**config.mk**
```make
export PLATFORM = sky130hd
export DESIGN_NAME = pipe_stage_buf
export DESIGN_NICKNAME = d
export VERILOG_FILES = /design/src/rtl/pipe_pkg.sv /design/src/rtl/sat_counter.sv /design/src/rtl/pipe_stage_buf.sv
export SDC_FILE = /design/constraint.sdc
export NUM_CORES = 1
export LEC_CHECK = 0
export CORE_MARGIN = 3
export CORE_UTILIZATION = 49
export CTS_CLUSTER_DIAMETER = 120
export DETAILED_ROUTE_END_ITERATION = 6
export GPL_TIMING_DRIVEN = 0
export PLACE_DENSITY = 0.91
export SLEW_MARGIN = 20
export SYNTH_ARGS = -nofsm -noshare
export SYNTH_HDL_FRONTEND = slang
export SYNTH_SLANG_ARGS = --single-unit
```
**constraint.sdc**
```tcl
create_clock -name clk -period 2.3 [get_ports clk]
set_clock_uncertainty 0.05 [all_clocks]
set_input_delay 0.345 -clock clk [delete_from_list [all_inputs] [get_ports clk]]
set_output_delay 0.345 -clock clk [all_outputs]
set_load 0.02 [all_outputs]
```
**src/rtl/pipe_pkg.sv**
```systemverilog
// Shared definitions for pipeline stage boundaries: stage buffer states,
// occupancy width and per-boundary payload widths.
package pipe_pkg;

  typedef enum logic [1:0] {
    ST_EMPTY = 2'd0,
    ST_HALF  = 2'd1,
    ST_FULL  = 2'd2
  } stage_state_t;

  localparam int unsigned OCC_W = 2;

  localparam int unsigned IF_ID_W  = 64;
  localparam int unsigned ID_EX_W  = 160;
  localparam int unsigned EX_MEM_W = 112;
  localparam int unsigned MEM_WB_W = 72;

endpackage

```
**src/rtl/sat_counter.sv**
```systemverilog
// Saturating up-counter with synchronous active-high reset, used for perf counters.
module sat_counter #(
  parameter int unsigned CNT_W = 16
) (
  input  logic             clk,
  input  logic             reset,
  input  logic             inc,
  output logic [CNT_W-1:0] count
);

  always_ff @(posedge clk) begin
    if (reset)
      count <= '0;
    else if (inc && (count != '1))
      count <= count + 1'b1;
  end

endmodule

```
**src/rtl/pipe_stage_buf.sv**
```systemverilog
// Valid/ready pipeline stage register with optional two-entry skid buffer,
// synchronous flush and a saturating backpressure cycle counter.
module pipe_stage_buf
  import pipe_pkg::*;
#(
  parameter int unsigned       WIDTH     = 32,
  parameter int unsigned       SKID      = 1,
  parameter logic [WIDTH-1:0]  RESET_VAL = '0,
  parameter int unsigned       CNT_W     = 16
) (
  input  logic             clk,
  input  logic             reset,
  input  logic             flush,
  input  logic             in_valid,
  output logic             in_ready,
  input  logic [WIDTH-1:0] in_data,
  output logic             out_valid,
  input  logic             out_ready,
  output logic [WIDTH-1:0] out_data,
  output logic [OCC_W-1:0] occupancy,
  output logic [CNT_W-1:0] bp_cycles
);

  stage_state_t     state, state_n;
  logic [WIDTH-1:0] main_q, main_n;
  logic [WIDTH-1:0] skid_q, skid_n;
  logic             xfer_in, xfer_out;

  assign xfer_in   = in_valid && in_ready;
  assign xfer_out  = out_valid && out_ready;
  assign out_valid = (state != ST_EMPTY);
  assign out_data  = main_q;

  always_comb begin
    state_n = state;
    main_n  = main_q;
    skid_n  = skid_q;
    unique case (state)
      ST_EMPTY: begin
        if (xfer_in) begin
          state_n = ST_HALF;
          main_n  = in_data;
        end
      end
      ST_HALF: begin
        if (xfer_in && xfer_out) begin
          main_n = in_data;
        end else if (xfer_in) begin
          state_n = ST_FULL;
          skid_n  = in_data;
        end else if (xfer_out) begin
          state_n = ST_EMPTY;
        end
      end
      ST_FULL: begin
        if (xfer_out) begin
          state_n = ST_HALF;
          main_n  = skid_q;
        end
      end
      default: state_n = ST_EMPTY;
    endcase
  end

  // Flush discards all held entries; an out-transfer this cycle has already
  // been sampled downstream, so nothing more is needed for it.
  always_ff @(posedge clk) begin
    if (reset || flush) begin
      state  <= ST_EMPTY;
      main_q <= RESET_VAL;
      skid_q <= RESET_VAL;
    end else begin
      state  <= state_n;
      main_q <= main_n;
      skid_q <= skid_n;
    end
  end

  always_comb begin
    occupancy = '0;
    unique case (state)
      ST_EMPTY: occupancy = 2'd0;
      ST_HALF:  occupancy = 2'd1;
      ST_FULL:  occupancy = 2'd2;
      default:  occupancy = 2'd0;
    endcase
  end

  // With the skid entry, ready is a flop of "next state is not FULL", which
  // removes any combinational path from out_ready to in_ready.
  if (SKID != 0) begin : g_skid
    logic rdy_q;
    always_ff @(posedge clk) begin
      if (reset || flush)
        rdy_q <= 1'b1;
      else
        rdy_q <= (state_n != ST_FULL);
    end
    assign in_ready = rdy_q;
  end else begin : g_noskid
    assign in_ready = !out_valid || out_ready;
  end

  sat_counter #(
    .CNT_W(CNT_W)
  ) u_bp_cnt (
    .clk  (clk),
    .reset(reset),
    .inc  (out_valid && !out_ready),
    .count(bp_cycles)
  );

endmodule

```
==> flow_summary.json, run 1 <==
{
  "final_cell_mix": "clkdlybuf4s50_1 (86), dfxtp_1 (83), nand2_1 (73)",
  "crit_path_start_kind": "register",
  "end_kind": "output pin",
  "fin_cells": 611,
  "pwr-share-seq_pct": 49.8,
  "grt_pass1_vias": 3283,
  "ys_types": 48,
  "h-tree-depth": 3,
  "rr_endpoint": "u_bp_cnt.count[14]",
  "drv_cap": 0,
  "path_buf_inv": 5,
  "layout_commonest_cell": "clkdlybuf4s50_1",
  "fillers": 554,
  "synth_edf_count": 0,
  "cts_buffer_depth": 2,
  "die_area_sq_um": 8340,
  "gp_congestion": 0.810,
  "fin_area_sq_um": 4800,
  "syn-instance-count": 412,
  "syn_area_sq_um": 3570,
  "ff_latch_area_sq_um": 1660,
  "tightest_slew_ps": 624,
  "cts_setup_buffers": 0,
  "syn-num-nets": 450,
  "crit_required_ps": 1900,
  "grt_pass1_wl_microns": 15000,
  "clkSinkCount": 83,
  "hpwl_microns": 6560,
  "clkPwrFrac_pct": 38.7,
  "area_growth_syn_to_layout_pct": 34.5,
  "setup_ws_ps": 96.9,
  "cpMostUsedCell": "clkbuf_4",
  "pin_count": 89,
  "crit_family": "buffers and inverters",
  "via_per_inst": 5.55,
  "gr-total-overflow": 0,
  "setup_viol": 0,
  "final_max_slew_viol_count": 0,
  "period_share_pct": 95.8,
  "numCtsBuffers": 9,
  "reg2reg_from": "u_bp_cnt.count[0]",
  "rr_worst_depth": 6,
  "switchingPower_mw": 0.718,
  "core_sq_um": 6940,
  "async_flop_share_pct": 0,
  "root_buffer": "clkbuf_8",
  "cts_tree": "yes",
  "die_y_microns": 91.3,
  "port_buffers": 87,
  "ir_worst_vdd_v": 0.000383,
  "ys_seq_area_share_pct": 46.6,
  "synthFlopType": "dfxtp_1",
  "min_path_type": "in2reg",
  "yosysWarnings": 0,
  "slowest_stage": "dfxtp_1",
  "pre_cts_ws_ps": -258,
  "grtUsageTotal_pct": 22.1,
  "worstHoldStart": "reset",
  "min_period_ps": 2200,
  "combPwrFrac_pct": 11.6,
  "post_dp_cell_area_sq_um": 4560,
  "r2r_slack_ps": 210,
  "post-route-drc-count": 0,
  "fin_nets": 548,
  "placed_cells": 595,
  "antenna_found_initial": 0,
  "hold_path_end": "u_bp_cnt.count[3]",
  "hold_viol_final": 0,
  "power.static_leakage_nw": 1.86,
  "relSlewSlack_pct": 58.0,
  "status": "finished clean",
  "cp_slowest_stage_delay_ps": 380,
  "drtAntennaViolNets": 0,
  "fp-row-count": 30,
  "powerDensity_nw_per_um2": 624,
  "multi_input_area_sq_um": 1760,
  "antenna_cells": 0,
  "totalWireLength_microns": 9260,
  "vias": 3389,
  "intPower_mw": 2.28,
  "drt_pass1_iterations": 5,
  "holdPathStages": 3,
  "clk_latency_ps": 350,
  "sw_frac_of_total_pct": 24.0,
  "cp_max_fo": 10,
  "path_class": "reg2out",
  "drt_iter0_drc": 131,
  "critPathArrivalTime_ps": 1810,
  "wl_per_cell_microns": 15.2,
  "syn_avg_cell_area_sq_um": 8.66,
  "synth_seq_cells": 83,
  "drive_gt1_share_pct": 7.77,
  "clock.fmax_mhz": 454,
  "start_util_pct": 51.4,
  "die_w_microns": 91.3,
  "path_clk_slew_ps": 80,
  "worstPathCellList": "clkbuf_4 -> nand2b_1 -> buf_2 -> clkbuf_4 -> inv_1 -> clkdlybuf4s15_1",
  "grt_max_degree": 14
}
cells in the mapped netlist, drive strengths merged (2+ instances only):
master	instances	share of area (%)
clkbuf	19	2.0
or3	2	0.39
or4	3	0.67
nand2	73	7.7
inv	7	0.74
nor3	11	1.5
or2	4	0.70
o311ai	3	0.74
dfxtp	83	47
a2bb2oi	2	0.49
a211oi	36	7.6
a21oi	39	5.5
mux2	2	0.63
buf	12	1.9
and3	2	0.35
nor4	4	0.70
mux2i	33	9.3
nor2	40	4.2
a41oi	2	0.49
nor2b	5	0.88
nand3	8	1.3
nor4b	2	0.49
o21ai	3	0.42
power by group through the flow:
stage	Combinational [mW]	Sequential, mW	Clock, mW
6_report	0.346	1.49	1.16
2_1_floorplan	0.136	1.56	0
3_3_place_gp	0.334	1.52	0
4_1_cts	0.345	1.49	1.16
5_1_grt	0.374	1.49	1.23
3_5_place_dp	0.342	1.52	0
cell type report:
type	count	area share (%)
Sequential cell	83	34.6
Multi-Input combinational cell	291	36.6
Clock buffer	12	3.02
Timing Repair Buffer	87	18.1
Tap cell	96	2.50
Clock inverter	4	1.54
Buffer	31	3.02
Inverter	7	0.548
sequential cells by signal, summed over array words and instances (netlist names):
signal	count
skid_q	32
in_ready	1
state	2
u_bp_cnt.count	16
out_data	32
worst max-delay path by stage:
stage	from	end	slack [ps]	cells after the start
6_report	state[1]	occupancy[1]	100	6
3_3_place_gp	out_ready	out_data[16]	-210	5
3_5_place_dp	out_ready	out_data[20]	-260	5
2_1_floorplan	u_bp_cnt.count[0]	u_bp_cnt.count[14]	160	6
4_1_cts	state[1]	occupancy[1]	20	6
5_1_grt	state[1]	occupancy[1]	-2	6
worst min-delay path, cell delays in order:
cell	delay [ps]
buf_4	140
or4_1	120
nand3_1	50
kinds of logic after synthesis:
| group | count (synthesis) | share of synthesized area [%] |
|---|---|---|
| simple gates | 159 | 20.4 |
| compound gates | 96 | 18.2 |
| mux | 35 | 9.89 |
| fa+ha+maj | 1 | 0.351 |
| flops | 83 | 46.6 |
| buf+inv | 38 | 4.66 |
per-layer routing:
layer	vias up	wire [microns]	global-route usage [%]
met5	-	0	0
met4	0	215	8.79
met3	22	558	5.55
met2	129	4480	37.4
met1	1584	4000	26.9
li1	1654	-	-
repair_timing:
action,in CTS,in global routing
setup endpoints to repair,1,23
gates resized for setup,1,5
hold buffers,0,0
metrics by stage:
| step | hold WS [ps] | total power, mW | util (%) | setup TNS, ps |
|---|---|---|---|---|
| CTS | 317 | 3.00 | 68.8 | 0 |
| detailed placement | 396 | 1.87 | 65.7 | -6870 |
| global placement | 390 | 1.86 | 65.7 | -5910 |
| floorplan | 386 | 1.69 | - | 0 |
| global route | 333 | 3.10 | 69.1 | -2.37 |
| finish | 310 | 2.99 | 69.1 | 0 |
(Power assumes the default switching activity.)
==> run 2: changes to the inputs <==
--- a/config.mk
+++ b/config.mk
@@ -6,11 +6,11 @@
 export NUM_CORES = 1
 export LEC_CHECK = 0
 export CORE_MARGIN = 3
-export CORE_UTILIZATION = 49
+export CORE_UTILIZATION = 35
 export CTS_CLUSTER_DIAMETER = 120
 export DETAILED_ROUTE_END_ITERATION = 6
 export GPL_TIMING_DRIVEN = 0
-export PLACE_DENSITY = 0.91
+export PLACE_DENSITY = 0.71
 export SLEW_MARGIN = 20
 export SYNTH_ARGS = -nofsm -noshare
 export SYNTH_HDL_FRONTEND = slang
==> run 2 against run 1 <==
  * Critical path type unchanged
  * Largest cell class unchanged
  * Global-route usage shrank 5.6 points
  * Setup slack better by 27 ps
  * Critical endpoint unchanged
  * Final cell count is 6.1% higher
  * Combinational power barely moved
  * Power down 4.7%
  * Utilization is 20 points lower
==> flow_summary.json, run 2 (synthesized netlist as in run 1, its figures left out) <==
{
  "totalWireLength_microns": 9310,
  "hpwl_microns": 6930,
  "port_buffers": 87,
  "ir_worst_vdd_v": 0.000289,
  "setup_ws_ps": 124,
  "drv_cap": 0,
  "antenna_cells": 0,
  "final_max_slew_viol_count": 0,
  "wl_per_cell_microns": 14.4,
  "crit_required_ps": 1900,
  "fin_nets": 548,
  "cts_buffer_depth": 2,
  "die_y_microns": 107,
  "pin_count": 89,
  "cp_max_fo": 10,
  "reg2reg_from": "u_bp_cnt.count[1]",
  "fillers": 959,
  "post-route-drc-count": 0,
  "hold_buffers": 0,
  "status": "finished clean",
  "rsz0062_at_grt": "no",
  "tns_ps": 0,
  "critPathArrivalTime_ps": 1780,
  "pre_cts_ws_ps": -324,
  "gr-total-overflow": 0,
  "die_w_microns": 107,
  "power.static_leakage_nw": 1.84,
  "cts_setup_buffers": 0,
  "drtAntennaViolNets": 0,
  "grt_pass1_vias": 3383,
  "root_buffer": "clkbuf_8",
  "relSlewSlack_pct": 60.7,
  "path_class": "reg2out",
  "area_growth_syn_to_layout_pct": 35.0,
  "period_share_pct": 94.6,
  "path_clk_slew_ps": 90,
  "r2r_slack_ps": 170,
  "power_mw": 2.85,
  "clk_latency_ps": 340,
  "setup_viol": 0,
  "layout_commonest_cell": "clkdlybuf4s50_1",
  "clock.fmax_mhz": 460,
  "h-tree-depth": 3,
  "drt_iter0_drc": 102,
  "min_period_ps": 2180,
  "start_util_pct": 36.2,
  "hold_viol_final": 0,
  "startpoint": "state[1]",
  "powerDensity_nw_per_um2": 592,
  "via_per_inst": 5.11,
  "grt_max_degree": 15,
  "final_cell_mix": "clkdlybuf4s50_1 (86), dfxtp_1 (82), nand2_1 (73)",
  "end_kind": "output pin",
  "core_sq_um": 9860,
  "clkSinkCount": 83,
  "grtUsageTotal_pct": 16.5,
  "cts_tree": "yes",
  "worstHoldStart": "reset",
  "tightest_slew_ps": 584,
  "antenna_found_initial": 0,
  "min_path_type": "in2reg",
  "grt_pass1_wl_microns": 15500,
  "numCtsBuffers": 9,
  "fp-row-count": 36,
  "vias": 3309,
  "die_area_sq_um": 11400,
  "gp_congestion": 0.779,
  "crit_path_start_kind": "register",
  "drive_gt1_share_pct": 8.16,
  "drt_pass1_iterations": 4
}
run 2: critical path, stage by stage, from the launching register on:
cell           delay [ps]
dfxtp_1               340
clkbuf_4              190
nand2b_1               80
buf_2                 210
buf_4                 250
inv_1                  50
dlygate4sd2_1         320
run 2: cell type report:
| class | instances | area [sq um] | area share (%) |
|---|---|---|---|
| Clock buffer | 10 | 128 | 2.65 |
| Timing Repair Buffer | 87 | 870 | 18.1 |
| Inverter | 7 | 26.3 | 0.546 |
| Buffer | 31 | 145 | 3.01 |
| Clock inverter | 6 | 66.3 | 1.38 |
| Tap cell | 133 | 166 | 3.46 |
| Sequential cell | 83 | 1660 | 34.5 |
| Multi-Input combinational cell | 291 | 1750 | 36.4 |
run 2: worst paths after layout:
kind	end	cells past startpoint
max reg2reg	u_bp_cnt.count[14]	6
min reg2reg	skid_q[26]	2
max	occupancy[1]	6
min	u_bp_cnt.count[3]	3
run 2: where the power goes:
part	internal, mW	switching [mW]
registers	1.47	0.0206
clock network	0.502	0.516
logic	0.163	0.180
total	2.14	0.717
run 2: what timing repair did:
item                                    in CTS  in global routing
cloned                                       0                  0
endpoints found under the setup margin       1                 31
pin swaps                                    0                  0
resized for setup                            2                  4
run 2: through the flow:
step                      area (sq um)  instances  utilization (%)  hold WS, ps
after floorplan                   3570        412                -          386
after global placement            4610        632             46.7          391
after detailed placement          4610        632             46.7          397
after CTS                         4800        648             48.7          318
after global routing              4820        648             48.8          342
final                             4820        648             48.8          323
run 2: layer usage:
| metal | wire, microns | GRT usage (%) | vias up |
|---|---|---|---|
| met3 | 481 | 3.43 | 15 |
| li1 | - | - | 1651 |
| met2 | 4450 | 28.1 | 96 |
| met4 | 205 | 6.30 | 0 |
| met1 | 4170 | 20.4 | 1547 |
| met5 | 0 | 0 | - |
==> run 3: changes to the inputs <==
--- a/config.mk
+++ b/config.mk
@@ -5,7 +5,7 @@
 export SDC_FILE = /design/constraint.sdc
 export NUM_CORES = 1
 export LEC_CHECK = 0
-export CORE_MARGIN = 3
+export CORE_MARGIN = 10
 export CORE_UTILIZATION = 35
 export CTS_CLUSTER_DIAMETER = 120
 export DETAILED_ROUTE_END_ITERATION = 6
==> run 3 against run 2 <==
  * Cell area increased by 0.55%
  * Non-clock buffer count unchanged
  * Routed wire length increased by 8.1%
  * Sequential power about the same
  * Setup slack improved by 32 ps
  * Die area increased by 28%
  * Combinational power increased by 1%
  * Via count decreased by 0.91%
  * Critical path depth unchanged
  * Clock-buffer cell count unchanged
  * Power increased by 4.8%
  * Critical endpoint is now u_bp_cnt.count[14]
  * Largest power group unchanged
==> flow_summary.json, run 3 (synthesized netlist as in run 1, its figures left out) <==
{
  "status": "finished clean",
  "gr-total-overflow": 0,
  "setup_viol": 0,
  "cp_max_fo": 9,
  "placed_cells": 632,
  "start_util_pct": 36.2,
  "post-route-drc-count": 0,
  "area_growth_syn_to_layout_pct": 35.7,
  "path_clk_slew_ps": 80,
  "antenna_found_initial": 0,
  "die_w_microns": 121,
  "crit_path_start_kind": "input pin",
  "clock.fmax_mhz": 466,
  "min_path_type": "in2reg",
  "totalWireLength_microns": 10100,
  "path_class": "in2reg",
  "wl_per_cell_microns": 15.5,
  "grtUsageTotal_pct": 13.6,
  "min_period_ps": 2140,
  "clk_latency_ps": 350,
  "vias": 3279,
  "cts_setup_buffers": 0,
  "power_mw": 2.99,
  "power.static_leakage_nw": 1.85,
  "antenna_cells": 0,
  "fin_nets": 548,
  "cts_buffer_depth": 2,
  "drt_iter0_drc": 142,
  "grt_max_degree": 15,
  "relSlewSlack_pct": 58.8,
  "critPathArrivalTime_ps": 2330,
  "layout_commonest_cell": "clkdlybuf4s50_1",
  "hold_buffers": 0,
  "ir_worst_vdd_v": 0.000255,
  "die_y_microns": 121,
  "h-tree-depth": 3,
  "grt_pass1_vias": 3268,
  "die_area_sq_um": 14600,
  "clkSinkCount": 83,
  "root_buffer": "clkbuf_8",
  "ff_latch_area_sq_um": 1660,
  "drt_pass1_iterations": 4,
  "final_max_slew_viol_count": 0,
  "final_cell_mix": "clkdlybuf4s50_1 (86), dfxtp_1 (82), nand2_1 (73)",
  "grt_pass1_wl_microns": 16400,
  "powerDensity_nw_per_um2": 617,
  "fillers": 938,
  "port_buffers": 87,
  "multi_input_area_sq_um": 1760,
  "drv_cap": 0,
  "cts_tree": "yes",
  "fp-row-count": 36,
  "hold_viol_final": 0,
  "pin_count": 89,
  "gp_congestion": 0.823,
  "drive_gt1_share_pct": 8.54,
  "core_sq_um": 9860,
  "end_kind": "register",
  "rsz0062_at_grt": "no",
  "via_per_inst": 5.06,
  "hpwl_microns": 7380,
  "fin_cells": 648,
  "drtAntennaViolNets": 0,
  "numCtsBuffers": 9,
  "period_share_pct": 93.2,
  "crit_required_ps": 2490,
  "tightest_slew_ps": 612
}
-- run 3: what timing repair did --
| action | 4_1_cts | 5_1_grt |
|---|---|---|
| cloned | 0 | 0 |
| endpoints found under the setup margin | 2 | 2 |
| resized for setup | 3 | 6 |
-- run 3: worst max-delay path, stage by stage --
cell	delay, ps
clkdlybuf4s50_1	540
o21bai_4	280
or3_1	350
clkbuf_2	160
nor4_2	310
mux2_1	340
-- run 3: report_power, final --
group | total [mW] | internal [mW] | switching, mW
registers | 1.49 | 1.47 | 0.0211
clock network | 1.15 | 0.614 | 0.537
logic | 0.347 | 0.163 | 0.183
total | 2.99 | 2.25 | 0.742
-- run 3: area by class of cell --
type                            count  share of cell area, %
Buffer                             31                   3.00
Clock buffer                       10                   2.64
Clock inverter                      6                   1.86
Inverter                            7                  0.543
Multi-Input combinational cell    291                   36.3
Sequential cell                    83                   34.3
Tap cell                          133                   3.44
Timing Repair Buffer               87                   17.9
-- run 3: final timing paths --
| path | startpoint | endpoint | slack, ps | cells past startpoint |
|---|---|---|---|---|
| worst max-delay path | out_ready | u_bp_cnt.count[14] | 160 | 6 |
| worst min-delay path | reset | u_bp_cnt.count[3] | 330 | 3 |
| worst max register to register | u_bp_cnt.count[1] | u_bp_cnt.count[14] | 170 | 6 |
| worst min register to register | skid_q[8] | skid_q[8] | 410 | 2 |
-- run 3: per-stage QoR --
stage	hold WS [ps]	area [sq um]	TNS [ps]	worst slack [ps]	utilization (%)
final	328	4840	0	156	49.1
after global routing	366	4840	0	8.47	49.1
after CTS	322	4830	0	43.9	49.0
after detailed placement	396	4610	-11170	-385	46.7
after global placement	391	4610	-9830	-309	46.7
after floorplan	386	3570	0	158	-
-- run 3: metal layers --
metal	share of wire [%]	GRT usage (%)	routed length, microns
met1	46	17.2	4630
met2	48	22.3	4820
met3	4.8	2.89	479
met4	1.3	5.05	135
met5	0	0	0
